## src/rtl/uart_loopback_pkg.sv

```systemverilog
// Shared constants for the uart loopback echo engine: transform modes,
// transmit FSM encoding and ASCII letter bounds used by the case-swap mode.
package uart_loopback_pkg;

    localparam logic [1:0] MODE_PASS = 2'd0;
    localparam logic [1:0] MODE_ADD  = 2'd1;
    localparam logic [1:0] MODE_INV  = 2'd2;
    localparam logic [1:0] MODE_CASE = 2'd3;

    typedef enum logic [0:0] {
        ST_IDLE  = 1'b0,
        ST_VALID = 1'b1
    } tx_state_e;

    localparam logic [7:0] ASCII_UPPER_LO = 8'h41;
    localparam logic [7:0] ASCII_UPPER_HI = 8'h5A;
    localparam logic [7:0] ASCII_LOWER_LO = 8'h61;
    localparam logic [7:0] ASCII_LOWER_HI = 8'h7A;
    localparam logic [7:0] ASCII_CASE_BIT = 8'h20;

    function automatic logic is_ascii_letter(input logic [7:0] b);
        return ((b >= ASCII_UPPER_LO) && (b <= ASCII_UPPER_HI)) ||
               ((b >= ASCII_LOWER_LO) && (b <= ASCII_LOWER_HI));
    endfunction

endpackage

```

## src/rtl/uart_loopback_fifo_sync_fifo.sv

```systemverilog
// Show-ahead synchronous FIFO; an extra pointer bit separates full from empty.
// A write while full is accepted only when a read frees the slot the same cycle.
module sync_fifo #(
    parameter int WIDTH      = 8,
    parameter int DEPTH_LOG2 = 4
) (
    input  logic                  clk,
    input  logic                  rst,
    input  logic                  wr_en,
    input  logic [WIDTH-1:0]      wr_data,
    input  logic                  rd_en,
    output logic [WIDTH-1:0]      rd_data,
    output logic                  full,
    output logic                  empty,
    output logic [DEPTH_LOG2:0]   level
);

    localparam int DEPTH = 2 ** DEPTH_LOG2;

    logic [WIDTH-1:0]    mem_q [DEPTH];
    logic [DEPTH_LOG2:0] wr_ptr_q, wr_ptr_d;
    logic [DEPTH_LOG2:0] rd_ptr_q, rd_ptr_d;
    logic                do_wr_s;
    logic                do_rd_s;

    assign empty   = (wr_ptr_q == rd_ptr_q);
    assign full    = (wr_ptr_q[DEPTH_LOG2] != rd_ptr_q[DEPTH_LOG2]) &&
                     (wr_ptr_q[DEPTH_LOG2-1:0] == rd_ptr_q[DEPTH_LOG2-1:0]);
    assign level   = wr_ptr_q - rd_ptr_q;
    assign rd_data = mem_q[rd_ptr_q[DEPTH_LOG2-1:0]];

    // Qualify requests and advance pointers
    always_comb begin
        do_rd_s  = rd_en && !empty;
        do_wr_s  = wr_en && (!full || do_rd_s);
        wr_ptr_d = wr_ptr_q;
        rd_ptr_d = rd_ptr_q;
        if (do_wr_s) begin
            wr_ptr_d = wr_ptr_q + {{DEPTH_LOG2{1'b0}}, 1'b1};
        end else begin
            wr_ptr_d = wr_ptr_q;
        end
        if (do_rd_s) begin
            rd_ptr_d = rd_ptr_q + {{DEPTH_LOG2{1'b0}}, 1'b1};
        end else begin
            rd_ptr_d = rd_ptr_q;
        end
    end

    // Pointer registers
    always_ff @(posedge clk) begin
        if (rst) begin
            wr_ptr_q <= '0;
            rd_ptr_q <= '0;
        end else begin
            wr_ptr_q <= wr_ptr_d;
            rd_ptr_q <= rd_ptr_d;
        end
    end

    // Storage array; contents are don't-care until written
    always_ff @(posedge clk) begin
        if (do_wr_s) begin
            mem_q[wr_ptr_q[DEPTH_LOG2-1:0]] <= wr_data;
        end
    end

endmodule

```

## src/rtl/uart_loopback_fifo.sv

```systemverilog
// Echo engine: transforms each received word, buffers it and re-offers it to
// the transmitter under a valid/ack handshake, with traffic statistics.
module uart_loopback_fifo
    import uart_loopback_pkg::*;
#(
    parameter int DATA_W     = 8,
    parameter int DEPTH_LOG2 = 4,
    parameter int INC_VAL    = 1,
    parameter int CNT_W      = 16
) (
    input  logic                  clk,
    input  logic                  rst,
    input  logic [1:0]            mode,
    input  logic [DATA_W-1:0]     rx_data,
    input  logic                  rx_data_fresh,
    output logic [DATA_W-1:0]     tx_data,
    output logic                  tx_data_valid,
    input  logic                  tx_data_ack,
    output logic [DEPTH_LOG2:0]   fifo_level,
    output logic                  overflow,
    output logic [CNT_W-1:0]      rx_count,
    output logic [CNT_W-1:0]      tx_count,
    output logic [CNT_W-1:0]      drop_count,
    input  logic                  clr_stats
);

    localparam logic [DATA_W-1:0] INC_W   = DATA_W'(INC_VAL);
    localparam logic [CNT_W-1:0]  CNT_ONE = CNT_W'(1);
    localparam logic [CNT_W-1:0]  CNT_MAX = {CNT_W{1'b1}};

    logic [DATA_W-1:0] case_swap_s;
    logic [DATA_W-1:0] xform_s;
    logic              push_s;
    logic              pop_s;
    logic              drop_s;
    logic              ack_s;
    logic              fifo_full_s;
    logic              fifo_empty_s;
    logic [DATA_W-1:0] fifo_rd_data_s;

    tx_state_e         state_q, state_d;
    logic [DATA_W-1:0] tx_data_q, tx_data_d;
    logic              tx_valid_q, tx_valid_d;
    logic [CNT_W-1:0]  rx_count_q, rx_count_d;
    logic [CNT_W-1:0]  tx_count_q, tx_count_d;
    logic [CNT_W-1:0]  drop_count_q, drop_count_d;
    logic              overflow_q, overflow_d;

    // Case swap only has meaning for byte-wide data; wider/narrower words pass
    generate
        if (DATA_W == 8) begin : g_case_swap
            // Flip the ASCII case bit of letters only
            always_comb begin
                if (is_ascii_letter(rx_data)) begin
                    case_swap_s = rx_data ^ ASCII_CASE_BIT;
                end else begin
                    case_swap_s = rx_data;
                end
            end
        end else begin : g_case_pass
            assign case_swap_s = rx_data;
        end
    endgenerate

    // Mode-selected transform applied on the write side
    always_comb begin
        xform_s = rx_data;
        case (mode)
            MODE_PASS: xform_s = rx_data;
            MODE_ADD:  xform_s = rx_data + INC_W;
            MODE_INV:  xform_s = ~rx_data;
            MODE_CASE: xform_s = case_swap_s;
            default:   xform_s = rx_data;
        endcase
    end

    assign push_s = rx_data_fresh && (!fifo_full_s || pop_s);
    assign drop_s = rx_data_fresh && !push_s;

    sync_fifo #(
        .WIDTH      (DATA_W),
        .DEPTH_LOG2 (DEPTH_LOG2)
    ) u_fifo (
        .clk     (clk),
        .rst     (rst),
        .wr_en   (push_s),
        .wr_data (xform_s),
        .rd_en   (pop_s),
        .rd_data (fifo_rd_data_s),
        .full    (fifo_full_s),
        .empty   (fifo_empty_s),
        .level   (fifo_level)
    );

    // Transmit FSM next state; the holding register is loaded on the pop
    always_comb begin
        state_d    = state_q;
        tx_data_d  = tx_data_q;
        tx_valid_d = tx_valid_q;
        pop_s      = 1'b0;
        ack_s      = 1'b0;
        case (state_q)
            ST_IDLE: begin
                if (!fifo_empty_s) begin
                    pop_s      = 1'b1;
                    tx_data_d  = fifo_rd_data_s;
                    tx_valid_d = 1'b1;
                    state_d    = ST_VALID;
                end else begin
                    tx_valid_d = 1'b0;
                    state_d    = ST_IDLE;
                end
            end
            ST_VALID: begin
                if (tx_data_ack) begin
                    ack_s      = 1'b1;
                    tx_valid_d = 1'b0;
                    state_d    = ST_IDLE;
                end else begin
                    tx_valid_d = 1'b1;
                    state_d    = ST_VALID;
                end
            end
            default: begin
                tx_valid_d = 1'b0;
                state_d    = ST_IDLE;
            end
        endcase
    end

    // Transmit FSM and its registered outputs
    always_ff @(posedge clk) begin
        if (rst) begin
            state_q    <= ST_IDLE;
            tx_data_q  <= '0;
            tx_valid_q <= 1'b0;
        end else begin
            state_q    <= state_d;
            tx_data_q  <= tx_data_d;
            tx_valid_q <= tx_valid_d;
        end
    end

    // Statistics; a coincident clear beats any counted event
    always_comb begin
        rx_count_d   = rx_count_q;
        tx_count_d   = tx_count_q;
        drop_count_d = drop_count_q;
        overflow_d   = overflow_q;
        if (clr_stats) begin
            rx_count_d   = '0;
            tx_count_d   = '0;
            drop_count_d = '0;
            overflow_d   = 1'b0;
        end else begin
            if (rx_data_fresh) begin
                rx_count_d = rx_count_q + CNT_ONE;
            end else begin
                rx_count_d = rx_count_q;
            end
            if (ack_s) begin
                tx_count_d = tx_count_q + CNT_ONE;
            end else begin
                tx_count_d = tx_count_q;
            end
            if (drop_s) begin
                overflow_d = 1'b1;
                if (drop_count_q != CNT_MAX) begin
                    drop_count_d = drop_count_q + CNT_ONE;
                end else begin
                    drop_count_d = drop_count_q;
                end
            end else begin
                overflow_d   = overflow_q;
                drop_count_d = drop_count_q;
            end
        end
    end

    // Statistics registers
    always_ff @(posedge clk) begin
        if (rst) begin
            rx_count_q   <= '0;
            tx_count_q   <= '0;
            drop_count_q <= '0;
            overflow_q   <= 1'b0;
        end else begin
            rx_count_q   <= rx_count_d;
            tx_count_q   <= tx_count_d;
            drop_count_q <= drop_count_d;
            overflow_q   <= overflow_d;
        end
    end

    assign tx_data       = tx_data_q;
    assign tx_data_valid = tx_valid_q;
    assign rx_count      = rx_count_q;
    assign tx_count      = tx_count_q;
    assign drop_count    = drop_count_q;
    assign overflow      = overflow_q;

endmodule

```

## config.mk

```make
export PLATFORM = sky130hd
export DESIGN_NAME = uart_loopback_fifo
export DESIGN_NICKNAME = d
export VERILOG_FILES = /design/src/rtl/uart_loopback_pkg.sv /design/src/rtl/uart_loopback_fifo_sync_fifo.sv /design/src/rtl/uart_loopback_fifo.sv
export SDC_FILE = /design/constraint.sdc
export NUM_CORES = 1
export LEC_CHECK = 0
export ABC_AREA = 1
export ABC_CLOCK_PERIOD_IN_PS = 8900
export BUFFER_PORTS_ARGS = -buffer_cell sky130_fd_sc_hd__buf_2
export CORE_ASPECT_RATIO = 1.4
export CORE_UTILIZATION = 47
export DETAILED_ROUTE_END_ITERATION = 7
export PLACE_DENSITY = 0.76
export RECOVER_POWER = 100
export SLEW_MARGIN = 10
export SYNTH_ARGS = -nofsm -noshare
export SYNTH_HDL_FRONTEND = slang
export SYNTH_HIERARCHICAL = 1
export SYNTH_SLANG_ARGS = --single-unit
```

## constraint.sdc

```tcl
create_clock -name clk -period 8.9 [get_ports clk]
set_input_delay 0.89 -clock clk [delete_from_list [all_inputs] [get_ports clk]]
set_output_delay 0.89 -clock clk [all_outputs]
set_load 0.005 [all_outputs]
```

; ---- Word level (Yosys, flattened, before mapping)
; Memory sizes are Yosys's and may differ from the RTL's. A register that Yosys moved wholly into a read port is not among the register bits.
; Index checks and enable logic that the tools add are counted.
[word_totals]
ff_bits = 60
ramBits = 128
memories = 1
[mem_list]
columns = memory, words, width, read_ports, rd_clocked_by_memory_dff, wr, line_no
row1 = u_fifo.mem_q, 16, 8, 1, 1, 1, uart_loopback_fifo_sync_fifo.sv:20  ; logic [WIDTH-1:0] mem_q [DEPTH];
[classes]
addsub = 7
n_lt_le_gt_ge = 4
eq_ne = 7
mux = 10
n_bitwise = 4
reduce_logical = 17
[ops]
columns = cell, n
row1 = $add 16x1->16 const B, 3
row2 = $pmux 8 s4, 1
row3 = $ge 8x7->1 const B, 2
row4 = $le 8x7->1 const B, 2
row5 = $ne 16x16->1 const B, 1
row6 = $add 5x1->5 const B, 2
row7 = $add 8x1->8 const B, 1
row8 = $not 8->8, 1
row9 = $logic_and 1x1->1, 7
row10 = $mux 1, 7
row11 = $mux 6, 1
row12 = $eq 5x5->1, 1
row13 = $sub 5x5->5, 1
row14 = $eq 2x2->1 const B, 2
row15 = $eq 4x4->1, 1
row16 = $reduce_and 2->1, 2
row17 = $logic_not 1->1, 3
row18 = $logic_or 1x1->1, 3
row19 = $not 1->1, 3
row20 = $eq 2x1->1 const B, 1
row21 = $logic_not 2->1, 1
row22 = $pmux 1 s2, 1
row23 = $reduce_or 2->1, 1
row24 = $ne 1x1->1, 1

; ---- Depth between registers and ports, before layout
; Gate-level depths: netlist of run 1.
[depth]
depth_word = 8
ltp_mapped = 17
depth_no_buf = 16

; ---- Cells and area by module
; The synthesis of run 1 kept the hierarchy.
[by_module_without_submodules]
columns = module, instances, cells_each, area_per_inst_um2, seq_area_each_um2
row1 = sync_fifo, 1, 585, 6189.7, 4124.0
row2 = uart_loopback_fifo, 1, 458, 3114.2, 1161.1

; ---- Least setup slack after synthesis of run 1
; Ideal clock, no wire load.
[synth_path]
kind = reg-to-reg
start = register u_fifo.rd_ptr_q[2]
end = memory u_fifo.mem_q[3][0], enable pin
setup_ps = 370
t_arrival_ps = 2637
required_ps = 8530
path_slack_ps = 5893
stages_incl_launch_ff = 15
synth_period_minus_slack_ps = 3007
path_cell_list = dfxtp_1 -> clkbuf_1 -> inv_1 -> ha_1 -> nand2_2 -> nor2_4 -> nand2_2 -> inv_1 -> nor2_4 -> inv_4 -> a21oi_1 -> nand2_4 -> inv_4 -> nand2_1 -> nor2_1
[synth_via]
elab_chain_cells = 8
word_cells_on_any_way = 14
classes_between = eq/ne (2) / mux (4) / reduce/logical (8)
[synth_lines]
columns = item, line_no
row1 = from (decl), uart_loopback_fifo_sync_fifo.sv:22  ; logic [DEPTH_LOG2:0] rd_ptr_q, rd_ptr_d;
row2 = from (signal assigned), uart_loopback_fifo_sync_fifo.sv:57  ; rd_ptr_q <= rd_ptr_d;
row3 = $eq 5x5->1, uart_loopback_fifo_sync_fifo.sv:26  ; assign empty = (wr_ptr_q == rd_ptr_q);
row4 = named net fifo_empty_s, uart_loopback_fifo.sv:38  ; logic fifo_empty_s;
row5 = $mux 1, uart_loopback_fifo.sv:104  ; if (!fifo_empty_s) begin
row6 = $mux 1, uart_loopback_fifo.sv:102  ; case (state_q)
row7 = named net pop_s, uart_loopback_fifo.sv:34  ; logic pop_s;
row8 = $logic_or 1x1->1, uart_loopback_fifo.sv:77  ; assign push_s = rx_data_fresh && (!fifo_full_s || pop_s);
row9 = $logic_and 1x1->1, uart_loopback_fifo.sv:77
row10 = named net push_s, uart_loopback_fifo.sv:33  ; logic push_s;
row11 = $logic_and 1x1->1, uart_loopback_fifo_sync_fifo.sv:35  ; do_wr_s = wr_en && (!full || do_rd_s);
row12 = $mux 1, uart_loopback_fifo_sync_fifo.sv:63  ; if (do_wr_s) begin
row13 = $mux 1 (implied by the code), uart_loopback_fifo_sync_fifo.sv:64  ; mem_q[wr_ptr_q[DEPTH_LOG2-1:0]] <= wr_data;
row14 = to (decl), uart_loopback_fifo_sync_fifo.sv:20
; The timed path passes the listed nets, and every way through them passes these cells.

; ---- Final worst setup path of run 1
[layout_path]
start = register u_fifo.wr_ptr_q[0]
end = memory u_fifo.mem_q[8][6], enable pin
[layout_via]
elab_chain_cells = 8
word_cells_on_any_way = 14
classes_between = eq/ne (2) / mux (4) / reduce/logical (8)
[layout_lines]
columns = item, line_no
row1 = from (decl), uart_loopback_fifo_sync_fifo.sv:21  ; logic [DEPTH_LOG2:0] wr_ptr_q, wr_ptr_d;
row2 = from (signal assigned), uart_loopback_fifo_sync_fifo.sv:56  ; wr_ptr_q <= wr_ptr_d;
row3 = $eq 5x5->1, uart_loopback_fifo_sync_fifo.sv:26
row4 = named net fifo_empty_s, uart_loopback_fifo.sv:38
row5 = $mux 1, uart_loopback_fifo.sv:104
row6 = $mux 1, uart_loopback_fifo.sv:102
row7 = named net pop_s, uart_loopback_fifo.sv:34
row8 = $logic_or 1x1->1, uart_loopback_fifo.sv:77
row9 = $logic_and 1x1->1, uart_loopback_fifo.sv:77
row10 = named net push_s, uart_loopback_fifo.sv:33
row11 = $logic_and 1x1->1, uart_loopback_fifo_sync_fifo.sv:35
row12 = $mux 1, uart_loopback_fifo_sync_fifo.sv:63
row13 = $mux 1 (implied by the code), uart_loopback_fifo_sync_fifo.sv:64
; The timed path passes the listed nets, and every way through them passes these cells.

==> results.txt, run 1 <==
----------------------------------------------------
[Outcome]
  Status ... finished, violations left
  Violated checks ... capacitance limit, slew limit

[Floorplan]
  Overall die height ... 168 µm
  Starting utilization of the core area ... 48.2%
  Die ar. ... 20400 µm²
  Number of standard-cell rows in the floorplan ... 60
  Horizontal die dimension ... 121 µm
  Area of the core region ... 19300 µm²
  I/O pin total ... 78

[Yosys]
  Most numerous cell types in the synthesized netlist ... sky130_fd_sc_hd__nand2_1, sky130_fd_sc_hd__edfxtp_1, sky130_fd_sc_hd__nor2_1
  Number of synthesized flops with an enable pin ... 128
  Fraction of post-synthesis cell area in the top cell type by area ... 41.3%
  Share of the yosys chip area belonging to registers ... 56.8%
  Post-synth net total ... 1075
  Syn Area/Cell ... 8.92 µm²
  Post-synthesis cell type with the largest combined area ... sky130_fd_sc_hd__edfxtp_1
  Async set-reset flop share out of synthesis ... 0%
  Unique masters post-synth ... 41
  Synthesized instance count ... 1043
  Number of warnings printed during yosys synthesis ... 6
  Count of state elements after synthesis ... 200
  Ranking of synthesized cells by area ... sky130_fd_sc_hd__edfxtp_1, sky130_fd_sc_hd__dfxtp_1, sky130_fd_sc_hd__nand2_1
  Dominant register cell in the synthesized netlist ... sky130_fd_sc_hd__edfxtp_1
  Most frequently used cell type in the post-synthesis netlist ... sky130_fd_sc_hd__nand2_1
  Mapped cell area ... 9300 µm²

[Global routing]
  Combined global-route utilization of all metal layers ... 22.1%
  Via count of the first global-routing pass ... 7009
  Number of antenna violations at the first check in global routing ... 0
  Total congestion overflow after global routing ... 0
  Wire length of the first global-routing pass ... 34.9 mm
  Maximum number of pins on one net before global-route repair ... 80

[Critical path]
  Endpoint of the most critical register-to-register path ... u_fifo/mem_q[8][6]
  CP max FO ... 12
  Required time at the worst-slack endpoint ... 8.96 ns
  Slack of the worst reg-to-reg path ... 4.07 ns
  Crit path kind ... reg -> reg
  Type of destination of the critical path ... flip-flop
  Number of cells on the worst reg-to-reg path ... 13
  Launching element type of the critical path ... flip-flop
  Startpoint of the worst register-to-register path ... u_fifo/wr_ptr_q[0]
  CP Data Arrival Time ... 4.89 ns

[Routing]
  Final wirelength ... 21.5 mm
  Final routed DRC violation total ... 0
  Vias per cell ... 5.27
  Routed vias ... 7220
  Initial DRT Pass Iterations ... 5
  Antenna violation net count after detailed routing ... 0
  Post-detailed-route wirelength per cell ... 15.7 µm
  Initial drt markers ... 579

[Timing]
  Skew final ... 0.00940 ns
  Setup repair after global routing missed its margin ... no
  Final WS setup ... 4.07 ns
  Total count of hold-check failures in the final report ... 0
  Max transition margin ... -12.7%
  Summed negative setup slack over all endpoints ... 0 ns
  Final critical delay including setup and external delays ... 4.83 ns
  Final clock period utilization by the worst path ... 54.2%
  Count of pins over their slew limit ... 51
  Maximum frequency from static timing analysis ... 207 MHz
  Worst Max-Slew Pin Slew ... 1.68 ns
  Number of endpoints failing setup at the final stage ... 0

[Cells and area]
  Final Net Count ... 1141
  Filler instances ... 1752
  Area of all sequential standard cells ... 5290 µm²
  Final core utilization ... 53.5%
  Fraction of layout instances using a drive strength above 1 ... 7.75%
  ANT cells ... 0
  Area of the multi-input gates ... 3360 µm²
  Area Overhead vs Synth ... 11.0%

[Clock tree]
  Clock buffer depth ... 2
  TritonCTS clock tree ... yes
  Number of clock sinks seen by CTS ... 200
  Post-CTS setup repair buffer count ... 0
  CTS Root Buffer Type ... sky130_fd_sc_hd__clkbuf_16
  Number of clock buffers inserted by TritonCTS ... 17
  Number of levels in the clock H-tree ... 4
  CTS Hold Buffers Added ... 0
  Resized cells post-CTS ... 0
  Clock latency reported for the late side of the worst-skew pair ... 0.43 ns
  Clock slew at the register clock pins of the worst setup and hold paths ... 0.07 ns

[Hold path]
  Number of cells on the worst hold path ... 1
  Type of the tightest min-delay check ... reg -> reg
  Endpoint of the worst hold path ... overflow
  Worst Min Path Start ... overflow

[Place]
  Detailed placer's ending HPWL ... 14.6 mm
  Weighted congestion at the end of routability-driven global placement ... 0.894
  IO buf count ... 77
  Worst slack at placement ... 5.38 ns

[Pwr]
  Power consumption ... 2.47 mW
  Ratio of total power to cell area ... 239 nW/µm²
  Maximum ir drop on the vdd rail ... 0.141 mV
  Lkg Pwr ... 3.91 nW

[Flow run]
  Reported max-cap violation count ... 3

----------------------------------------------------
state kept, by name, indices dropped and copies added (netlist names), named ones only:
signal	cells
u_fifo/mem_q	128
drop_count	16
rx_count	16
tx_count	16
tx_data	8
u_fifo/rd_ptr_q	5
u_fifo/wr_ptr_q	5
overflow	1
tx_data_valid	1
per-layer routing:
metal	global-route usage (%)	up-vias	wire length, µm
li1	-	3584	-
met1	25.6	3357	8700
met4	9.72	0	647
met5	0	-	0
met3	4.08	49	1140
met2	39.4	230	11000
where the power goes:
part	total (mW)	internal [mW]	leakage (nW)	switching (mW)
Sequential	1.08	1.04	1.74	0.0413
Combinational	0.623	0.182	1.88	0.441
Clock	0.771	0.422	0.283	0.349
stage by stage:
| step | instances | instance area (µm²) | hold WS (ns) |
|---|---|---|---|
| floorplan | 1043 | 9300 | 0.457 |
| global placement | 1338 | 9870 | 0.443 |
| detailed placement | 1338 | 9870 | 0.449 |
| CTS | 1370 | 10500 | 0.475 |
| global route | 1370 | 10300 | 0.503 |
| finish | 1370 | 10300 | 0.477 |
layout by cell type (no fill, tap or decap), drive strengths merged, types with 3 or more instances in the layout:
cell type | Yosys | layout
edfxtp | 128 | 128
nand3 | 92 | 92
xor2 | 18 | 18
xnor2 | 3 | 3
nand4 | 10 | 10
o21ai | 40 | 40
nor2 | 120 | 120
nand2 | 289 | 289
clkinvlp | 0 | 5
dfxtp | 72 | 72
nor3 | 19 | 19
o211ai | 15 | 15
o21a | 6 | 6
buf | 23 | 37
a31oi | 3 | 3
ha | 16 | 16
and3 | 3 | 3
clkbuf | 12 | 63
inv | 112 | 115
clkinv | 0 | 4
a21oi | 53 | 53
how the worst max path moves through the flow:
| stage | startpoint | end | cells past startpoint |
|---|---|---|---|
| floorplan | u_fifo/rd_ptr_q[2] | u_fifo/mem_q[3][0] | 14 |
| global placement | u_fifo/wr_ptr_q[0] | u_fifo/mem_q[11][3] | 13 |
| detailed placement | u_fifo/wr_ptr_q[0] | u_fifo/mem_q[11][3] | 13 |
| CTS | u_fifo/wr_ptr_q[0] | u_fifo/mem_q[11][2] | 13 |
| global route | u_fifo/wr_ptr_q[0] | u_fifo/mem_q[12][6] | 13 |
| finish | u_fifo/wr_ptr_q[0] | u_fifo/mem_q[8][6] | 13 |
critical path, cell delays in order, from the launching register on:
cell and delay [ns]:
sky130_fd_sc_hd__dfxtp_1 0.44, sky130_fd_sc_hd__inv_1 0.13, sky130_fd_sc_hd__ha_1 0.35, sky130_fd_sc_hd__nand2_1 0.10
sky130_fd_sc_hd__nor2_1 0.08, sky130_fd_sc_hd__nand2_1 0.15, sky130_fd_sc_hd__inv_1 0.08, sky130_fd_sc_hd__nor2_1 0.74
sky130_fd_sc_hd__clkinvlp_2 0.68, sky130_fd_sc_hd__a21oi_1 0.60, sky130_fd_sc_hd__nand2_4 0.12, sky130_fd_sc_hd__clkinvlp_2 0.18
sky130_fd_sc_hd__nand2_1 0.25, sky130_fd_sc_hd__nor2_1 0.56
final cells by class:
| cell class | instances | share of cell area, % |
|---|---|---|
| clock inverters | 14 | 1.58 |
| flip-flops and latches | 200 | 51.2 |
| well taps | 248 | 3.00 |
| multi-input cells | 696 | 32.5 |
| clock buffers | 18 | 4.16 |
| inverters | 112 | 4.11 |
| repair buffers | 82 | 3.45 |
kinds of logic after synthesis:
logic type,share of synthesized area [%]
AO/OA/AOI/OAI,7.11
flip-flops,56.8
buffers and inverters,6.60
XOR/XNOR,1.98
AND/OR/NAND/NOR,25.1
adder cells (fa/ha/maj),2.37
Note: power is estimated with default switching activity, not from simulation.
==> run 2, diff against run 1 <==
--- a/config.mk
+++ b/config.mk
@@ -6,7 +6,7 @@
 export NUM_CORES = 1
 export LEC_CHECK = 0
 export ABC_AREA = 1
-export ABC_CLOCK_PERIOD_IN_PS = 8900
+export ABC_CLOCK_PERIOD_IN_PS = 5000
 export BUFFER_PORTS_ARGS = -buffer_cell sky130_fd_sc_hd__buf_2
 export CORE_ASPECT_RATIO = 1.4
 export CORE_UTILIZATION = 47
==> constraint.sdc (replaced) <==
create_clock -name clk -period 5 [get_ports clk]
set_input_delay 0.5 -clock clk [delete_from_list [all_inputs] [get_ports clk]]
set_output_delay 0.5 -clock clk [all_outputs]
set_load 0.005 [all_outputs]
==> run 2 against run 1 <==
  * The run still ends with capacitance limit, slew limit left
  * First-iteration DRC count decreased by 24%
  * Worst hold slack worse by 0.11 ns
  * Clock power is 73% higher
  * Critical endpoint is now u_fifo/mem_q[11][2]
  * Largest power group unchanged
  * Highest routed layer unchanged
==> results.txt, run 2 (synthesized netlist as in run 1, its figures left out) <==
----------------------------------------------------
[Floorplan]
  Die ar. ... 20400 µm²
  Number of standard-cell rows in the floorplan ... 60
  Area of the core region ... 19300 µm²
  Starting utilization of the core area ... 48.2%
  Overall die height ... 168 µm
  I/O pin total ... 78
  Horizontal die dimension ... 121 µm

[Global routing]
  Maximum number of pins on one net before global-route repair ... 80
  Total congestion overflow after global routing ... 0
  Number of antenna violations at the first check in global routing ... 0
  Via count of the first global-routing pass ... 7115
  Wire length of the first global-routing pass ... 34.4 mm
  Combined global-route utilization of all metal layers ... 21.9%

[Place]
  IO buf count ... 77
  Detailed placer's ending HPWL ... 14.5 mm
  Placed instance area ... 9870 µm²
  Weighted congestion at the end of routability-driven global placement ... 0.958

[Cells and area]
  Fraction of layout instances using a drive strength above 1 ... 7.86%
  Filler instances ... 1712
  Area Overhead vs Synth ... 11.1%
  Number of flip-flops in the largest register ... 128
  ANT cells ... 0
  Commonest non-fill, non-tap cell in the layout ... sky130_fd_sc_hd__nand2_1
  Area of the multi-input gates ... 3380 µm²
  Most used cells in the layout excluding fill and tap cells ... sky130_fd_sc_hd__nand2_1, sky130_fd_sc_hd__edfxtp_1, sky130_fd_sc_hd__nor2_1
  Final Net Count ... 1139
  Area of all sequential standard cells ... 5290 µm²
  Final instance area ... 10300 µm²

[Routing]
  Initial DRT Pass Iterations ... 5
  Vias per cell ... 5.28
  Antenna violation net count after detailed routing ... 0
  Post-detailed-route wirelength per cell ... 15.5 µm
  Final routed DRC violation total ... 0
  Final wirelength ... 21.2 mm
  Routed vias ... 7222
  Initial drt markers ... 442

[Clock tree]
  Number of levels in the clock H-tree ... 4
  Post-CTS setup repair buffer count ... 0
  Clock latency reported for the late side of the worst-skew pair ... 0.43 ns
  Number of clock buffers inserted by TritonCTS ... 17
  CTS Hold Buffers Added ... 0
  Number of clock sinks seen by CTS ... 200
  Clock slew at the register clock pins of the worst setup and hold paths ... 0.07 ns
  Clock buffer depth ... 2
  Resized cells post-CTS ... 0
  TritonCTS clock tree ... yes
  CTS Root Buffer Type ... sky130_fd_sc_hd__clkbuf_16

[Flow run]
  Reported max-cap violation count ... 5

[Timing]
  Final critical delay including setup and external delays ... 4.03 ns
  Count of pins over their slew limit ... 131
  Maximum frequency from static timing analysis ... 248 MHz
  Max transition margin ... -17.4%
  Worst Max-Slew Pin Slew ... 1.76 ns
  Summed negative setup slack over all endpoints ... 0 ns
  Skew final ... 0.0174 ns
  Final clock period utilization by the worst path ... 80.5%
  Total count of hold-check failures in the final report ... 0
  Hold_ws ... 0.371 ns
  Number of endpoints failing setup at the final stage ... 0
  Setup repair after global routing missed its margin ... no

[Pwr]
  Ratio of total power to cell area ... 422 nW/µm²
  Maximum ir drop on the vdd rail ... 0.285 mV
  Lkg Pwr ... 3.92 nW
  Power consumption ... 4.36 mW

[Critical path]
  Gate family responsible for the most delay along the worst path ... simple AND/OR/NAND/NOR gates
  Required time at the worst-slack endpoint ... 5.06 ns
  Crit path kind ... reg -> reg
  Buffering stage count on the worst path with inverters included ... 4
  Launching element type of the critical path ... flip-flop
  Critical path's slowest cell ... sky130_fd_sc_hd__nor2_1
  Delay of the slowest cell on the worst path ... 0.57 ns
  CP max FO ... 12
  CP Data Arrival Time ... 4.08 ns
  Type of destination of the critical path ... flip-flop
  CP cell instances ... inv_1 > ha_1 > nand2_1 > nor2_1 > nand2_2 > inv_1 > nor2_4 > clkinvlp_2 > a21oi_1 > nand2_4 > clkinvlp_2 > nand2_1 > nor2_1

[Outcome]
  Status ... finished, violations left
  Violated checks ... capacitance limit, slew limit

[Hold path]
  Type of the tightest min-delay check ... in -> reg

----------------------------------------------------
==> run 2: cell count changes in the layout (fill, tap and decap cells not counted), moves of 2 or more <==
cell	delta
sky130_fd_sc_hd__clkinv_8	+3
sky130_fd_sc_hd__buf_2	-2
sky130_fd_sc_hd__bufinv_16	-2
sky130_fd_sc_hd__clkinv_4	-2
sky130_fd_sc_hd__clkinvlp_4	-2
sky130_fd_sc_hd__nand2_2	+2
==> run 2: final timing paths <==
path | start | end | slack [ns] | cells past startpoint
min reg2reg | overflow | overflow | 0.47 | 1
max | u_fifo/wr_ptr_q[0] | u_fifo/mem_q[11][2] | 0.97 | 13
min | rx_data_fresh | rx_count[1] | 0.37 | 3
max reg2reg | u_fifo/wr_ptr_q[0] | u_fifo/mem_q[11][2] | 0.97 | 13
==> run 2: worst reg2reg max path: stages, from the launching register on <==
cell and delay [ns]:
sky130_fd_sc_hd__dfxtp_1 0.46, sky130_fd_sc_hd__inv_1 0.13, sky130_fd_sc_hd__ha_1 0.34, sky130_fd_sc_hd__nand2_1 0.10
sky130_fd_sc_hd__nor2_1 0.09, sky130_fd_sc_hd__nand2_2 0.09, sky130_fd_sc_hd__inv_1 0.08, sky130_fd_sc_hd__nor2_4 0.30
sky130_fd_sc_hd__clkinvlp_2 0.44, sky130_fd_sc_hd__a21oi_1 0.56, sky130_fd_sc_hd__nand2_4 0.13, sky130_fd_sc_hd__clkinvlp_2 0.22
sky130_fd_sc_hd__nand2_1 0.16, sky130_fd_sc_hd__nor2_1 0.57
==> run 2: power by group <==
part | total (mW) | internal (mW) | switching, mW | leakage (nW)
logic | 1.11 | 0.330 | 0.781 | 1.89
registers | 1.92 | 1.84 | 0.0769 | 1.74
clock network | 1.33 | 0.702 | 0.632 | 0.297
total | 4.36 | 2.87 | 1.49 | 3.92
==> run 2: metrics by stage <==
| stage | setup slack, ns | instances | utilization [%] |
|---|---|---|---|
| floorplan | 1.99 | 1043 | - |
| global placement | 1.63 | 1336 | 51.2 |
| global route | 0.604 | 1368 | 53.6 |
| detailed placement | 1.50 | 1336 | 51.2 |
| CTS | 1.46 | 1368 | 54.2 |
| finish | 0.973 | 1368 | 53.6 |
==> run 2: final cells by class <==
cell class	instances	share of cell area, %
Inverter	112	4.11
Multi-Input combinational cell	696	32.7
Sequential cell	200	51.2
Tap cell	248	3.00
Timing Repair Buffer	80	3.33
Clock inverter	14	1.48
Clock buffer	18	4.25
==> run 2: routing by layer <==
metal	up-vias	track usage, %	part of all wire, %
li1	3564	-	-
met1	3370	24.1	39
met2	229	40.1	52
met3	59	4.14	5.4
met4	0	10.1	3.7
met5	-	0	0
